File: src/rtl/output_wrr_scheduler.sv
// Packet-level weighted round-robin scheduler for per-virtual-switch output FIFOs.
// Pops FIFO heads combinationally on tready and never switches queues mid-packet.
module output_wrr_scheduler #(
    parameter int NUM_QUEUES   = 5,
    parameter int WEIGHT_WIDTH = 8,
    parameter int CNT_WIDTH    = 32,
    localparam int SEL_WIDTH   = (NUM_QUEUES > 1) ? $clog2(NUM_QUEUES) : 1
) (
    input  logic                               axis_aclk,
    input  logic                               axis_resetn,
    input  logic [NUM_QUEUES-1:0]              q_empty,
    input  logic [NUM_QUEUES-1:0]              q_tlast,
    input  logic                               m_axis_tready,
    input  logic [NUM_QUEUES*WEIGHT_WIDTH-1:0] cfg_weight,
    output logic [NUM_QUEUES-1:0]              rd_en,
    output logic [SEL_WIDTH-1:0]               out_sel,
    output logic                               m_axis_tvalid,
    output logic                               pkt_fwd,
    output logic [NUM_QUEUES*CNT_WIDTH-1:0]    pkt_cnt
);

    typedef enum logic {
        IDLE   = 1'b0,
        WR_PKT = 1'b1
    } state_t;

    state_t                  state;
    state_t                  state_next;
    logic [SEL_WIDTH-1:0]    cur_queue;
    logic [SEL_WIDTH-1:0]    cur_next;
    logic [SEL_WIDTH-1:0]    next_queue;
    logic                    next_found;
    logic [WEIGHT_WIDTH-1:0] credit;
    logic [WEIGHT_WIDTH-1:0] credit_next;
    logic [WEIGHT_WIDTH-1:0] weight [NUM_QUEUES];
    logic [CNT_WIDTH-1:0]    cnt    [NUM_QUEUES];
    logic [NUM_QUEUES-1:0]   eligible;
    logic                    cur_empty;
    logic                    cur_tlast;
    logic                    cur_eligible;
    logic                    credit_live;
    logic                    pop;
    logic                    pkt_start;
    logic                    pkt_done;
    int                      idx;

    // Unpack weights, flag eligible queues and pack the counters back out
    for (genvar g = 0; g < NUM_QUEUES; g++) begin : g_queue
        assign weight[g]   = cfg_weight[g*WEIGHT_WIDTH +: WEIGHT_WIDTH];
        assign eligible[g] = ~q_empty[g] & (weight[g] != '0);
        assign pkt_cnt[g*CNT_WIDTH +: CNT_WIDTH] = cnt[g];
    end

    assign cur_empty    = q_empty[cur_queue];
    assign cur_tlast    = q_tlast[cur_queue];
    assign cur_eligible = eligible[cur_queue];
    assign credit_live  = (credit != '0);
    assign out_sel      = cur_queue;

    // Find the first eligible queue after cur, wrapping, with cur itself last
    always_comb begin
        next_found = 1'b0;
        next_queue = cur_queue;
        idx        = 0;
        for (int k = NUM_QUEUES; k >= 1; k--) begin
            idx = (int'(cur_queue) + k) % NUM_QUEUES;
            if (eligible[idx]) begin
                next_found = 1'b1;
                next_queue = SEL_WIDTH'(idx);
            end
        end
    end

    // Next-state, credit reload and handshake outputs
    always_comb begin
        state_next    = state;
        cur_next      = cur_queue;
        credit_next   = credit;
        m_axis_tvalid = 1'b0;
        rd_en         = '0;
        pop           = 1'b0;
        pkt_start     = 1'b0;
        pkt_done      = 1'b0;
        unique case (state)
            IDLE: begin
                if (cur_eligible && credit_live) begin
                    m_axis_tvalid = 1'b1;
                    if (m_axis_tready) begin
                        pop       = 1'b1;
                        pkt_start = 1'b1;
                        if (cur_tlast) begin
                            pkt_done = 1'b1;
                        end else begin
                            state_next = WR_PKT;
                        end
                    end
                end else if (next_found) begin
                    cur_next    = next_queue;
                    credit_next = weight[next_queue];
                end
            end
            WR_PKT: begin
                m_axis_tvalid = ~cur_empty;
                if (m_axis_tready && !cur_empty) begin
                    pop = 1'b1;
                    if (cur_tlast) begin
                        pkt_done   = 1'b1;
                        state_next = IDLE;
                    end
                end
            end
        endcase
        if (pkt_done && credit_live) begin
            credit_next = credit - WEIGHT_WIDTH'(1);
        end
        if (pop) begin
            rd_en[cur_queue] = 1'b1;
        end
    end

    // Scheduler state, credit and the packet-start pulse
    always_ff @(posedge axis_aclk or negedge axis_resetn) begin
        if (!axis_resetn) begin
            state     <= IDLE;
            cur_queue <= '0;
            credit    <= '0;
            pkt_fwd   <= 1'b0;
        end else begin
            state     <= state_next;
            cur_queue <= cur_next;
            credit    <= credit_next;
            pkt_fwd   <= pkt_start;
        end
    end

    // Per-queue completed-packet counters, wrapping freely
    always_ff @(posedge axis_aclk or negedge axis_resetn) begin
        if (!axis_resetn) begin
            for (int i = 0; i < NUM_QUEUES; i++) begin
                cnt[i] <= '0;
            end
        end else begin
            for (int i = 0; i < NUM_QUEUES; i++) begin
                if (pkt_done && (cur_queue == SEL_WIDTH'(i))) begin
                    cnt[i] <= cnt[i] + CNT_WIDTH'(1);
                end
            end
        end
    end

endmodule

File: config.mk
export PLATFORM = sky130hd
export DESIGN_NAME = output_wrr_scheduler
export DESIGN_NICKNAME = d
export VERILOG_FILES = /design/src/rtl/output_wrr_scheduler.sv
export SDC_FILE = /design/constraint.sdc
export NUM_CORES = 1
export LEC_CHECK = 0
export BUFFER_PORTS_ARGS = -buffer_cell sky130_fd_sc_hd__buf_2
export CAP_MARGIN = 20
export CORE_MARGIN = 2
export CORE_UTILIZATION = 25
export CTS_CLUSTER_DIAMETER = 30
export DETAILED_ROUTE_END_ITERATION = 8
export PLACE_DENSITY_LB_ADDON = 0.08
export SLEW_MARGIN = 20
export SYNTH_ARGS = -nofsm -noshare
export SYNTH_HDL_FRONTEND = slang
export SYNTH_SLANG_ARGS = --single-unit
File: constraint.sdc
create_clock -name axis_aclk -period 15.31 [get_ports axis_aclk]
set_input_delay 3.062 -clock axis_aclk [delete_from_list [all_inputs] [get_ports axis_aclk]]
set_output_delay 3.062 -clock axis_aclk [all_outputs]
set_load 0.02 [all_outputs]
Word level (Yosys, flattened, before mapping)
Index checks and enable logic that the tools add are counted.
- $add $sub $neg: 11
- divide/modulo/power cells: 5
- magnitude comparators: 8
- equality and inequality tests: 6
- multiplexer cells: 58
- bitwise logic cells: 14
- reduce and logical (&&, ||, !) cells: 20
- operators with widths (operator ; number):
    $add A32 B1 Y32 const B ; 5
    $lt A32 B5 Y1 const B ; 5
    $mod A32 B4 Y32 const B ; 5
    $mux W8 ; 6
    $reduce_bool A8 Y1 ; 6
    $mux W1 ; 32
    $bmux W1 S3 ; 8
    $bmux W8 S3 ; 1
    $mux W3 ; 5
    $logic_and A1 B1 Y1 ; 9
    $add A3 B2 Y4 const B ; 2
    $add A3 B3 Y4 const B ; 2
    $not A1 Y1 ; 8
    $pmux W1 S2 ; 4
    $sub A8 B1 Y8 const B ; 1
    $eq A3 B2 Y1 const B ; 2
    $reduce_and A3 Y1 ; 2
    $and A1 B1 Y1 ; 5
    $mux W5 ; 1
    $add A3 B1 Y4 const B ; 1
    $ge A4 B4 Y1 const B ; 1
    $lt A3 B4 Y1 const B ; 1
    $ne A2 B1 Y1 const B ; 2
    $not A3 Y4 ; 1
    7 further kinds ; 7
- flip-flop bits (word level): 173
- bits of input ports: 53
- logic and storage cells: 131

Logic depth before layout (Yosys ltp)
- word-level depth: 18
- depth in mapped cells: 26
- gate-level depth less buffers: 20

Least setup slack after synthesis
OpenSTA, ideal clock, no wires.
- kind: input to output
- from: input port cfg_weight[25]
- to: output port rd_en[0]
- arrival time: 5.104 ns
- data required time: 12.248 ns
- setup slack: 7.144 ns
- cell stages on the path: 9
- path through: nor4_1 -> a21oi_1 -> mux4_2 -> nor2_1 -> nor2_1 -> inv_1 -> o21ai_0 -> and2_1 -> and3_1
- longest elaborated chain between the ends: 8
- RTL lines (element ; line ; text):
    start: declaration ; 14 ; input logic [NUM_QUEUES*WEIGHT_WIDTH-1:0] cfg_weight,
    $reduce_bool A8 Y1 ; 50 ; assign eligible[g] = ~q_empty[g] & (weight[g] != '0);
    $and A1 B1 Y1 ; 50 ;
    $bmux W1 S3 ; 56 ; assign cur_eligible = eligible[cur_queue];
    $mux W1 (implied by the code) ; 56 ;
    $logic_and A1 B1 Y1 ; 86 ; if (cur_eligible && credit_live) begin
    $mux W1 ; 86 ;
    $pmux W1 S2 ; 84 ; unique case (state)
    $mux W5 ; 116 ; if (pop) begin
    end: declaration ; 15 ; output logic [NUM_QUEUES-1:0] rd_en,
Every way passes these cells. The select of a mux whose other input is x is not followed.

Final worst setup path
- from: input port cfg_weight[4]
- to: output port rd_en[4]
The elaborated chain is that of the path after synthesis.

==> flow_summary.ini <==
[status]
status = finished clean

[cells_and_area]
antenna_cells = 0
areaGrowthSynthToFinish_pct = 21.7
fillerInstances = 4300
multi_input_area_um2 = 5660
final_layout_size_suffix_gt1_frac = 0.242
fin_cells = 1784
seq_area_um2 = 4330
fin_nets = 1333

[worst_setup_path]
r2r_cells = 21
cp-end-kind = output pin
path_max_fanout = 8
cp_cell_sequence = buf_2 -> nor4_1 -> a21oi_1 -> mux4_2 -> nor2_1 -> nor2_1 -> inv_1 -> o21ai_0 -> and2_1 -> and3_1 -> buf_2
startpoint_type = primary input
cpMaxStageDelayCell = mux4_2
cp.depth = 11
cp_slowest_stage_delay_ps = 570
crit_type = primary input to output pin
crit_family = simple AND/OR/NAND/NOR gates
timing.critical_path.buf_inv = 3
worstPathRequired_ps = 12250
arrival_ps = 5770

[pwr]
leakagePower_nw = 6.15
peakVddDrop_v = 0.000217
p_per_area_nw_per_um2 = 209

[grt]
gr-usage-met1 = 0.214
use_met2 = 0.221
grt_pass1_wl_um = 49600
grt_max_degree = 66
grtUsageMet3 = 0.0229
grt_overflow_total = 0
grt_usage = 0.145
busiest_layer = met2
antenna_found_initial = 0
grt_pass1_vias = 8101

[synthesis]
async_reset_ff_frac = 1.00
synth_xor_area_frac = 0.144
synth_area_leaders = dfrtp_1, xnor2_1, ha_1
muxShareOfSynthArea = 0.0415
synth.most_common_cell = dfrtp_1
synth_flop_cell = dfrtp_1
yosysTopAreaCell = dfrtp_1
netlist.area_leader.share = 0.420
synthAdderAreaFrac = 0.0492
synthSimpleGateAreaFrac = 0.203
synth-edff-count = 0
synth.cell_area_um2 = 10300
avgSynthCellArea_um2 = 10.1
synth_top_family_by_area = simple AND/OR/NAND/NOR gates
synth_cell_types = 89
ys_seq_area_frac = 0.420
ys_warn_count = 0
ys_seq_elements = 173
ys_top_cells_by_count = dfrtp_1, xnor2_1, nand2_1
synth_compound_area_frac = 0.110
syn-num-nets = 1113
syn_inst = 1020

[clock_tree]
clock_sinks = 173
numCtsBuffers = 17
clkTransAtPathRegs_ps = 70
cts.repair.resized = 0
clk_latency_ps = 440
clock_path_buffers = 2
cts-root-buf = clkbuf_16
cts_max_level = 4
hold_buffers = 0
post_cts_buffers = 0
cts_tree = yes

[job]
max-cap-violations = 0

[sta]
min_period_over_period = 0.577
fin_crit_ps = 8830
grt_setup_unrepaired = false
slew_headroom = 0.424
finalSetupViolCount = 0
setup_tns_ps = 0
drv_slew = 0
worst_slew_pin_slew_ps = 864
hold_viol_final = 0
max_freq_mhz = 113
finClkSkew_ps = 13.8

[placement]
dp_cells = 1753
gp_congestion = 0.786
dp_hpwl_um = 23800
io_buffers = 222

[detailed_routing]
firstDrtPassIters = 5
wire_per_inst_um = 17.4
drc = 0
drtIter0Drc = 538
ant_nets = 0
viasPerCell = 4.76
num_vias = 8488
wl_um = 31100

[worst_hold_path]
hp-class = flip-flop to flip-flop
holdPathStages = 1

[floorplan]
die_width_um = 207
die_area_um2 = 42900
io_pins = 223
start_util = 0.253
die_h_um = 207
fp.coreArea_um2 = 40700
num_rows = 74
per-layer routing:
layer / share of wire / wire length (µm)
met5: 0 / 0
met4: 0.0099 / 307
met3: 0.035 / 1080
met2: 0.45 / 14100
met1: 0.50 / 15600
cells in the final DEF (no fill, tap or decap), drive strengths merged, types with 5 or more instances in the layout:
cell type / netlist / layout
xor2: 41 / 41
inv: 35 / 37
nand2: 79 / 79
and3: 42 / 42
nor4: 12 / 12
clkbuf: 9 / 21
nor3: 30 / 30
a211oi: 9 / 9
o211ai: 15 / 15
and2: 17 / 17
buf: 20 / 230
a21oi: 32 / 32
ha: 39 / 39
a221oi: 6 / 6
a21boi: 6 / 6
a21o: 6 / 6
mux2i: 21 / 21
and4: 13 / 13
mux4: 6 / 6
o21ai: 19 / 19
nand4: 33 / 33
clkinv: 0 / 5
mux2: 7 / 7
nand3: 70 / 70
o22ai: 5 / 5
nor2: 49 / 49
o31ai: 5 / 5
nand2b: 12 / 12
or2: 6 / 6
dfrtp: 173 / 173
xnor2: 125 / 125
state kept, by name, indices dropped and copies added (netlist names):
signal and cells:
pkt_fwd 1, state 1, credit 8, out_sel 3
pkt_cnt 160
power breakdown:
group          leakage, nW  switching [mW]  internal, mW
combinational         3.50           0.998         0.651
clock                0.285           0.198         0.244
sequential            2.36          0.0338         0.494
worst paths after layout:
path | from | slack (ps) | endpoint
worst max-delay path | cfg_weight[4] | 6480 | rd_en[4]
worst min-delay path | pkt_cnt[127]$_DFFE_PN0P_ | 470 | pkt_cnt[127]$_DFFE_PN0P_
worst max register to register | out_sel[0]$_DFFE_PN0P_ | 8600 | credit[1]$_DFFE_PN0P_
worst min register to register | pkt_cnt[127]$_DFFE_PN0P_ | 470 | pkt_cnt[127]$_DFFE_PN0P_
max in group asynchronous | axis_resetn | 10690 | pkt_cnt[141]$_DFFE_PN0P_
min in group asynchronous | axis_resetn | 2560 | pkt_cnt[121]$_DFFE_PN0P_
area by class of cell:
cell class                 instances  share of cell area
multi-input combinational        783               0.451
sequential                       173               0.345
timing repair buffer             230              0.0938
tap                              532              0.0530
clock buffer                      21              0.0383
inverter                          35              0.0107
clock inverter                    10             0.00857
stage by stage:
stage	power (mW)	setup WS, ps	instance area [µm²]	hold WS [ps]	utilization
finish	2.62	6480	12600	468	0.308
global route	2.82	6290	12600	494	0.308
CTS	2.64	6430	12600	470	0.308
detailed placement	2.18	6430	12000	461	0.294
global placement	2.24	6420	12000	453	0.294
floorplan	1.78	7140	10300	462	-
cell families after synthesis:
| logic type | Yosys count |
|---|---|
| flops | 173 |
| buf+inv | 64 |
| simple gates | 390 |
| fa+ha+maj | 40 |
| mux | 34 |
| xor+xnor | 166 |
| compound gates | 153 |
No activity file was read; power rests on OpenSTA's default activity.
